--- src/rtl/usb_tx_pkg.sv ---
// usb_tx_pkg: shared states, packet encodings, PID/SYNC bytes and CRC16 helpers for the USB TX sequencer.
package usb_tx_pkg;

    typedef enum logic [3:0] {
        S_IDLE, S_SYNC, S_PID, S_PAYLOAD, S_CRC_LO, S_CRC_HI, S_DRAIN, S_EOP, S_EOP_J
    } state_t;

    typedef enum logic [1:0] {
        PKT_NONE  = 2'b00,
        PKT_DATA0 = 2'b01,
        PKT_ACK   = 2'b10,
        PKT_NAK   = 2'b11
    } pkt_t;

    localparam logic [7:0] SYNC_BYTE = 8'h80;
    localparam logic [7:0] PID_DATA0 = 8'hC3;
    localparam logic [7:0] PID_ACK   = 8'hD2;
    localparam logic [7:0] PID_NAK   = 8'h5A;

    // USB polynomial 0x8005 in bit-reversed form, since bytes are processed LSB first
    localparam logic [15:0] CRC16_POLY_REFL = 16'hA001;
    localparam logic [15:0] CRC16_INIT      = 16'hFFFF;

    function automatic logic [15:0] crc16_byte(input logic [15:0] crc, input logic [7:0] data);
        logic [15:0] c;
        c = crc;
        for (int i = 0; i < 8; i++)
            c = (c >> 1) ^ ((c[0] ^ data[i]) ? CRC16_POLY_REFL : 16'h0000);
        return c;
    endfunction

    function automatic logic [7:0] pid_byte(input pkt_t kind);
        return kind == PKT_DATA0 ? PID_DATA0 : kind == PKT_ACK ? PID_ACK : PID_NAK;
    endfunction

endpackage

--- src/rtl/usb_crc16.sv ---
// usb_crc16: byte-wise USB CRC16 register with synchronous clear and per-byte update.
module usb_crc16
    import usb_tx_pkg::*;
(
    input  logic        clk,
    input  logic        n_rst,
    input  logic        clear,
    input  logic        update,
    input  logic [7:0]  data,
    output logic [15:0] crc
);

    logic [15:0] crc_next;

    assign crc_next = crc16_byte(crc, data);

    always_ff @(posedge clk or negedge n_rst) begin
        if (!n_rst)
            crc <= CRC16_INIT;
        else if (clear)
            crc <= CRC16_INIT;
        else if (update)
            crc <= crc_next;
    end

endmodule

--- src/rtl/tx_packet_sequencer.sv ---
// tx_packet_sequencer: feeds SYNC, PID, payload, CRC16 and EOP bytes to the USB TX shifter.
// Define TX_WATCHDOG_EN to abort a stalled packet with tx_error and a forced EOP.
module tx_packet_sequencer
    import usb_tx_pkg::*;
#(
    parameter int unsigned BIT_CYCLES  = 8,
    parameter int unsigned MAX_PAYLOAD = 64
`ifdef TX_WATCHDOG_EN
    ,
    parameter int unsigned WDOG_CYCLES = 256
`endif
) (
    input  logic       clk,
    input  logic       n_rst,
    input  logic [1:0] tx_packet,
    input  logic [7:0] tx_packet_data,
    input  logic [6:0] buffer_occupancy,
    input  logic       shifter_ready,
    output logic [7:0] tx_data,
    output logic       load_enable,
    output logic       get_tx_packet_data,
    output logic       eop,
    output logic       tx_transfer_active,
    output logic       tx_error
);

    localparam int TW = $clog2(2 * BIT_CYCLES);

    state_t        state;
    pkt_t          kind;
    logic [6:0]    byte_cnt;
    logic [TW-1:0] tcnt;
    logic          ready_q;
    logic          take;
    logic          wdog_hit;
    logic [15:0]   crc;

    // one load per shifter_ready pulse: act only on its first cycle
    assign take = shifter_ready && !ready_q;

    usb_crc16 crc16 (
        .clk    (clk),
        .n_rst  (n_rst),
        .clear  (state == S_IDLE && tx_packet != PKT_NONE),
        .update (state == S_PAYLOAD && take && buffer_occupancy != 7'd0),
        .data   (tx_packet_data),
        .crc    (crc)
    );

`ifdef TX_WATCHDOG_EN
    localparam int WW = $clog2(WDOG_CYCLES) + 1;
    logic [WW-1:0] wdog;
    logic          waiting;
    assign waiting  = state inside {S_SYNC, S_PID, S_PAYLOAD, S_CRC_LO, S_CRC_HI, S_DRAIN};
    assign wdog_hit = waiting && !shifter_ready && wdog == WW'(WDOG_CYCLES - 1);
    always_ff @(posedge clk or negedge n_rst) begin
        if (!n_rst)
            wdog <= '0;
        else
            wdog <= (waiting && !shifter_ready && !wdog_hit) ? wdog + 1'b1 : '0;
    end
`else
    assign wdog_hit = 1'b0;
`endif

    always_ff @(posedge clk or negedge n_rst) begin
        if (!n_rst) begin
            state              <= S_IDLE;
            kind               <= PKT_NONE;
            byte_cnt           <= '0;
            tcnt               <= '0;
            ready_q            <= 1'b0;
            tx_data            <= '0;
            load_enable        <= 1'b0;
            get_tx_packet_data <= 1'b0;
            eop                <= 1'b0;
            tx_transfer_active <= 1'b0;
            tx_error           <= 1'b0;
        end else begin
            ready_q            <= shifter_ready;
            load_enable        <= 1'b0;
            get_tx_packet_data <= 1'b0;
            if (wdog_hit) begin
                tx_error <= 1'b1;
                eop      <= 1'b1;
                tcnt     <= '0;
                state    <= S_EOP;
            end else begin
                case (state)
                    S_IDLE: if (tx_packet != PKT_NONE) begin
                        kind               <= pkt_t'(tx_packet);
                        byte_cnt           <= buffer_occupancy;
                        tx_transfer_active <= 1'b1;
                        tx_error           <= 1'b0;
                        state              <= S_SYNC;
                    end
                    S_SYNC: if (kind == PKT_DATA0 && byte_cnt > 7'(MAX_PAYLOAD)) begin
                        tx_error           <= 1'b1;
                        tx_transfer_active <= 1'b0;
                        state              <= S_IDLE;
                    end else if (take) begin
                        load_enable <= 1'b1;
                        tx_data     <= SYNC_BYTE;
                        state       <= S_PID;
                    end
                    S_PID: if (take) begin
                        load_enable <= 1'b1;
                        tx_data     <= pid_byte(kind);
                        state       <= kind != PKT_DATA0 ? S_DRAIN : byte_cnt == 7'd0 ? S_CRC_LO : S_PAYLOAD;
                    end
                    S_PAYLOAD: if (buffer_occupancy == 7'd0) begin
                        tx_error <= 1'b1;
                        state    <= S_DRAIN;
                    end else if (take) begin
                        load_enable        <= 1'b1;
                        get_tx_packet_data <= 1'b1;
                        tx_data            <= tx_packet_data;
                        byte_cnt           <= byte_cnt - 7'd1;
                        state              <= byte_cnt == 7'd1 ? S_CRC_LO : S_PAYLOAD;
                    end
                    S_CRC_LO: if (take) begin
                        load_enable <= 1'b1;
                        tx_data     <= ~crc[7:0];
                        state       <= S_CRC_HI;
                    end
                    S_CRC_HI: if (take) begin
                        load_enable <= 1'b1;
                        tx_data     <= ~crc[15:8];
                        state       <= S_DRAIN;
                    end
                    S_DRAIN: if (take) begin
                        eop   <= 1'b1;
                        tcnt  <= '0;
                        state <= S_EOP;
                    end
                    S_EOP: if (tcnt == TW'(2 * BIT_CYCLES - 1)) begin
                        eop   <= 1'b0;
                        tcnt  <= '0;
                        state <= S_EOP_J;
                    end else begin
                        tcnt <= tcnt + 1'b1;
                    end
                    S_EOP_J: if (tcnt == TW'(BIT_CYCLES - 1)) begin
                        tcnt               <= '0;
                        tx_transfer_active <= 1'b0;
                        state              <= S_IDLE;
                    end else begin
                        tcnt <= tcnt + 1'b1;
                    end
                    default: state <= S_IDLE;
                endcase
            end
        end
    end

endmodule

--- config.mk ---
export PLATFORM = sky130hd
export DESIGN_NAME = tx_packet_sequencer
export DESIGN_NICKNAME = d
export VERILOG_FILES = /design/src/rtl/usb_tx_pkg.sv /design/src/rtl/usb_crc16.sv /design/src/rtl/tx_packet_sequencer.sv
export SDC_FILE = /design/constraint.sdc
export NUM_CORES = 1
export LEC_CHECK = 0
export CORE_MARGIN = 3
export CORE_UTILIZATION = 58
export CTS_BUF_LIST = sky130_fd_sc_hd__clkbuf_8
export DETAILED_ROUTE_END_ITERATION = 7
export PLACE_DENSITY_LB_ADDON = 0.2
export SLEW_MARGIN = 20
export SYNTH_ARGS = -nofsm -noshare
export SYNTH_HDL_FRONTEND = slang
export SYNTH_SLANG_ARGS = --single-unit
--- constraint.sdc ---
create_clock -name clk -period 5.2 [get_ports clk]
set_input_delay 0.78 -clock clk [delete_from_list [all_inputs] [get_ports clk]]
set_output_delay 0.78 -clock clk [all_outputs]
set_load 0.02 [all_outputs]
* Word-level counts from Yosys, hierarchy flattened *
Index checks and enable logic that the tools add are counted.

word-level totals
  memory bits (read-only) = 0
  latch bits = 0
  bits in registers = 47
  output and inout port bits = 13
  bits in writable memories = 0
  logic and storage cells = 148
  input bits = 20
  memories kept = 0

operators by class
  eq/ne operators = 29
  divide/modulo/power cells = 0
  magnitude comparators = 1
  muxes and demuxes = 59
  add/sub/neg operators = 2
  bitwise operators = 18
  multiply operators = 0
  reduce and logical (&&, ||, !) cells = 27
  shift operators = 0

operators with widths
  kind                                           count
  two-way mux 16 bit                             10
  XOR 15 x 16 -> 16 bit                          8
  two-way mux 8 bit                              9
  two-way mux 4 bit                              14
  case mux 8 bit (5 select lines)                1
  case mux 4 bit (9 select lines)                1
  != test 2 bit, second input constant           11
  two-way mux 7 bit                              3
  == test 4 x 3 -> 1 bit, second input constant  5
  NOT 8 bit                                      2
  logical NOT 7 bit                              2
  case mux 7 bit (2 select lines)                1
  two-way mux 1 bit                              12
  case mux 4 bit (3 select lines)                1
  AND reduction 4 bit                            3
  two-way mux 3 bit                              3
  case mux 1 bit (3 select lines)                3
  AND reduction 9 bit                            1
  nonzero test 3 bit                             3
  == test 4 x 2 -> 1 bit, second input constant  2
  == test 4 bit, second input constant           2
  AND reduction 8 bit                            1
  nonzero test 2 bit                             4
  XOR 1 bit                                      8
  other kinds (19)                               26

* Longest topological paths before layout *
  depth in word-level cells = 26
  gate-level depth with buffers = 8
  gate-level depth less buffers = 7

* By module *
A second synthesis with hierarchy kept.

second synthesis, totals
  cells, all modules = 317
  area, all modules = 3045.4 sq um

modules (own cells, without submodules)
  module               cells each  seq. area each (sq um)  area each (sq um)  instances
  tx_packet_sequencer  230         775.7                   2018.2             1
  usb_crc16            87          420.4                   1027.2             1

* Worst setup path after synthesis *
OpenSTA, ideal clock, no wires.

  path type = input port to flip-flop
  start point = input port buffer_occupancy[3]
  end point = register tx_data[0]
  arrival time = 2.304 ns
  data required time = 5.075 ns
  stages on the path = 4
  setup time = 0.125 ns
  slack = 2.771 ns
  path buffers = 0
  cell sequence = nor4_2 a21oi_1 o311ai_4 mux2_2

on the way
  cells in the longest elaborated chain, start to end = 3

RTL lines
  what                                  RTL line                    RTL
  start, declared                       tx_packet_sequencer.sv:17   input logic [6:0] buffer_occupancy,
  logical NOT 7 bit                     tx_packet_sequencer.sv:111  S_PAYLOAD: if (buffer_occupancy == 7'd0) begin
  != test 2 bit (no source line)        -
  AND reduction 8 bit (no source line)  -
  end signal, assigned                  tx_packet_sequencer.sv:108  tx_data <= pid_byte(kind);
  end signal, assigned                  tx_packet_sequencer.sv:117  tx_data <= tx_packet_data;
  end signal, assigned                  tx_packet_sequencer.sv:123  tx_data <= ~crc[7:0];
  end, declared                         tx_packet_sequencer.sv:19   output logic [7:0] tx_data,

Every way passes these cells.
A chain may end at the register's enable or synchronous reset.

* Worst setup path in the final report *
  start point = register state[0]
  end point = register byte_cnt[2]

on the way
  cells in the longest elaborated chain, start to end = 3
  elaborated cells on any way between the ends = 8
  classes of those cells = eq/ne: 4; mux: 1; reduce/logical: 3

RTL lines
  what                                                                RTL line                    RTL
  start, declared                                                     tx_packet_sequencer.sv:29   state_t state;
  start signal, assigned                                              tx_packet_sequencer.sv:109  state <= kind != PKT_DATA0 ? S_DRAIN : byte_cnt == 7'd0 ? S_CRC_LO : S_PAYLOAD;
  start signal, assigned                                              tx_packet_sequencer.sv:119  state <= byte_cnt == 7'd1 ? S_CRC_LO : S_PAYLOAD;
  == test 4 x 2 -> 1 bit / logical NOT 4 bit (equally long branches)  tx_packet_sequencer.sv:89   case (state)
  != test 2 bit (no source line), or another cell as far along        -
  AND reduction 4 bit (no source line)                                -
  end signal, assigned                                                tx_packet_sequencer.sv:92   byte_cnt <= buffer_occupancy;
  end signal, assigned                                                tx_packet_sequencer.sv:118  byte_cnt <= byte_cnt - 7'd1;
  end, declared                                                       tx_packet_sequencer.sv:31   logic [6:0] byte_cnt;

Several ways; a longest one is shown, not always the timed one.

==> summary.md <==
| Metric | Value |
|---|---|
| Critical path launch point type | flop |
| Worst path bufs/invs | 1 |
| Setup bufs post-CTS | 0 |
| Post-Syn Instances | around 320 |
| Setup crit start | state[0] |
| Commonest non-fill, non-tap cell in the layout | a21oi_1 |
| Distinct cells, synth | 54 |
| R2R depth | 6 |
| Post-DR vias/cell | 5.92 |
| Avg WL per Cell | 15.2 um |
| Post-cts resize count | 0 |
| Worst slack, placed | between 1.5 and 2 ns |
| VDD IR max | 476 uV |
| Largest delay share family, worst path | simple AND/OR/NAND/NOR gates |
| CP required | around 5.4 ns |
| Met2 Routed Length | about 2.9 mm |
| Power Density | 667 nW/um^2 |
| Fillers | between 300 and 400 |
| 1st-iter DRT viols | 184 |
| Most frequent cells in the layout | a21oi_1 (34), nor2_1 (31), dfrtp_1 (31), clkdlybuf4s50_1 (31), o21ai_0 (28) |
| Placed Cells | between 300 and 400 |
| CTS hold repair buffers | 0 |
| Most frequent CP cell | o21ai_0 |
| Syn nets | 339 |
| CTS root buffer | clkbuf_8 |
| Flop and latch count out of synthesis | between 40 and 50 |
| Multi-input gate area | 1590 sq um |
| Measured slew at the worst slew-check pin | 0.904 ns |
| Main flop type after synthesis | dfrtp_1 |
| Status | finished clean |
| Antenna-violating nets left | 0 |
| Clk Latency, worst-skew pair | 0.30 ns |
| Final nets | roughly 360 |
| Final min period | 3.27 ns |
| R2R Setup Slk | 1.93 ns |
| Final Instance Count excl. Fillers | 406 |
| WL final | 6.19 mm |
| Placed inst area | ~3200 sq um |
| Die H | 76.7 um |
| Number of cells on the critical path | 6 |
| GPL Wtd Cong | 0.863 |
| Post-synth EDFFs | 0 |
| Worst-path clk slew | 0.08 ns |
| Met3 WL | 285 um |
| Max cap viols | 0 |
| Share of layout cells above drive strength 1 | 13.6% |
| Initial antenna violation count | 0 |
| WS Path Type | flop to flop |
| Final period util | 62.9% |
| CTS tree | built |
| Die area | approximately 6000 sq um |
| Post-synthesis area per instance | a little over 9 sq um |
| First-pass GRT wire length | around 11 mm |
| CP max FO | 34 |
| H-tree depth | 2 |
| Slowest stage delay, CP | ~0.92 ns |
| DP HPWL | 4.52 mm |
| Post-Syn Area | around 2900 sq um |
| 1st-pass router iterations | 5 |
| Final setup violation count | 0 |
| Port Buf Inserts | 32 |
| Post-layout util | a little over two thirds |
| N_diodes | 0 |
| Die X | 76.7 um |
| Core area | 4790 sq um |
| Critical-path cell list | nand4bb_1 -> a2111oi_4 -> buf_4 -> nor2_1 -> o21ai_0 -> o21ai_0 |
| Register area | 1200 sq um |
| Cts bufs inserted | 5 |
| Vias in the first global route | 2264 |
| Design Area, Final | 3340 sq um |
| YS warnings | 0 |
| I/O pins | 33 |
| Max Clk Rate | 0.306 GHz |
| Drt drc | 0 |
| Unrepaired setup endpoints after global routing | false |
| Reg-to-reg startpoint | state[0] |
| R2R Path End | byte_cnt[2] |
| Post-synth ARST share | 100% |
| Clock Skew | roughly 0.0074 ns |
| Hold Path Class | input pin to asynchronous set/reset pin |
| Max Transition Viols Final | 0 |
| Total global routing track utilization | 22.2% |
| Final hold vios | 0 |
| Total gr overflow | 0 |
| Worst path slowest cell | dfrtp_1 |
| Leak | 1.40 nW |
| Rel. slew slack | 39.2% |
| CTS sink cnt | 47 |
| Setup TNS | 0 ns |
| Uppermost layer routed | met4 |
| Initial Util | 60.6% |
| Clock buffer depth | 2 |
| CP Data Arrival Time | 3.43 ns |
| Area Growth Syn to Fin | 15.1% |
| Largest net degree at the start of global routing | 48 |
| Rows | 25 |
| Worst setup EP type | flop |
| Sequential area share after synthesis | about two fifths |
| Wire length on met1 | between 2 and 3 mm |
| Via count | approximately 2400 |
| Fin worst setup slack | between 1.5 and 2 ns |
per-layer routing:
metal / vias up / global-route usage (%)
li1: 1172 / -
met1: 1161 / 30.7
met2: 63 / 35.5
met3: 8 / 3.64
met4: 0 / 7.61
met5: - / 0
worst max-delay path by stage:
stage | endpoint | slack [ns]
global route | byte_cnt[4] | 1.64
floorplan | tx_data[0] | 2.77
CTS | byte_cnt[5] | 1.95
detailed placement | byte_cnt[2] | 1.95
global placement | tx_data[2] | 2.09
finish | byte_cnt[2] | 1.93
cells by family after synthesis:
logic type,after synthesis,share of synthesized area [%]
DFF,47,41.2
muxes,15,5.61
xor gates and xnor gates,23,8.93
buffers and inverters,29,3.93
AOI/OAI and AO/OA,94,20.8
adders and majority gates,4,1.73
and+or+nand+nor,103,17.7
state kept, by name, indices dropped and copies added (netlist names), 2 cells and up:
| name | cells |
|---|---|
| tcnt | 4 |
| kind | 2 |
| state | 4 |
| tx_data | 8 |
| crc16.crc | 16 |
| byte_cnt | 7 |
cell type report:
cell class | count | area share (%)
clock buffers | 6 | 2.47
clock inverters | 2 | 0.375
inverters | 11 | 1.24
multi-input cells | 239 | 47.6
flip-flops and latches | 47 | 35.8
well taps | 67 | 2.51
repair buffers | 34 | 9.97
cells in the mapped netlist, types with 2 or more instances:
cell type | number | share of area [%]
o22ai_1 | 4 | 0.86
xnor2_2 | 2 | 1.1
or2_2 | 2 | 0.43
xnor2_1 | 16 | 4.8
nor3_1 | 14 | 2.4
dfstp_2 | 16 | 14
mux2i_1 | 5 | 1.7
nor3b_1 | 2 | 0.52
a31oi_1 | 2 | 0.43
o21ai_0 | 28 | 4.8
buf_2 | 4 | 0.69
nor2b_1 | 6 | 1.3
ha_1 | 4 | 1.7
a221o_1 | 2 | 0.69
mux2_2 | 10 | 3.9
and3_1 | 2 | 0.43
nand2b_1 | 3 | 0.65
nor2_1 | 31 | 4.0
xor2_1 | 2 | 0.60
o211ai_1 | 2 | 0.52
clkbuf_1 | 12 | 1.6
xnor3_1 | 2 | 1.6
nor4_1 | 4 | 0.86
a21oi_1 | 34 | 5.9
nand3_1 | 3 | 0.52
a2bb2oi_1 | 5 | 1.5
buf_1 | 2 | 0.26
a21o_1 | 5 | 1.3
nand2_1 | 26 | 3.4
inv_1 | 11 | 1.4
dfrtp_1 | 31 | 27
power by group:
group / total [W] / internal [W] / switching [W]
logic: 0.00124 / 0.000633 / 0.000604
registers: 0.000760 / 0.000562 / 0.000199
clock network: 0.000230 / 0.000107 / 0.000123
stage by stage:
stage | hold WS, ns | total power (W)
after global routing | 0.512 | 0.00241
final | 0.473 | 0.00223
after detailed placement | 0.468 | 0.00200
after global placement | 0.461 | 0.00196
after floorplan | 0.444 | 0.00170
after CTS | 0.487 | 0.00223
worst reg2reg max path: cells and delay by family (launching register included):
kind / cells / cell delay (ns)
and+or+nand+nor: 2 / 1.03
DFF: 1 / 0.92
AOI/OAI and AO/OA: 3 / 0.82
buffers and inverters: 1 / 0.36
Note: power is estimated with default switching activity, not from simulation.
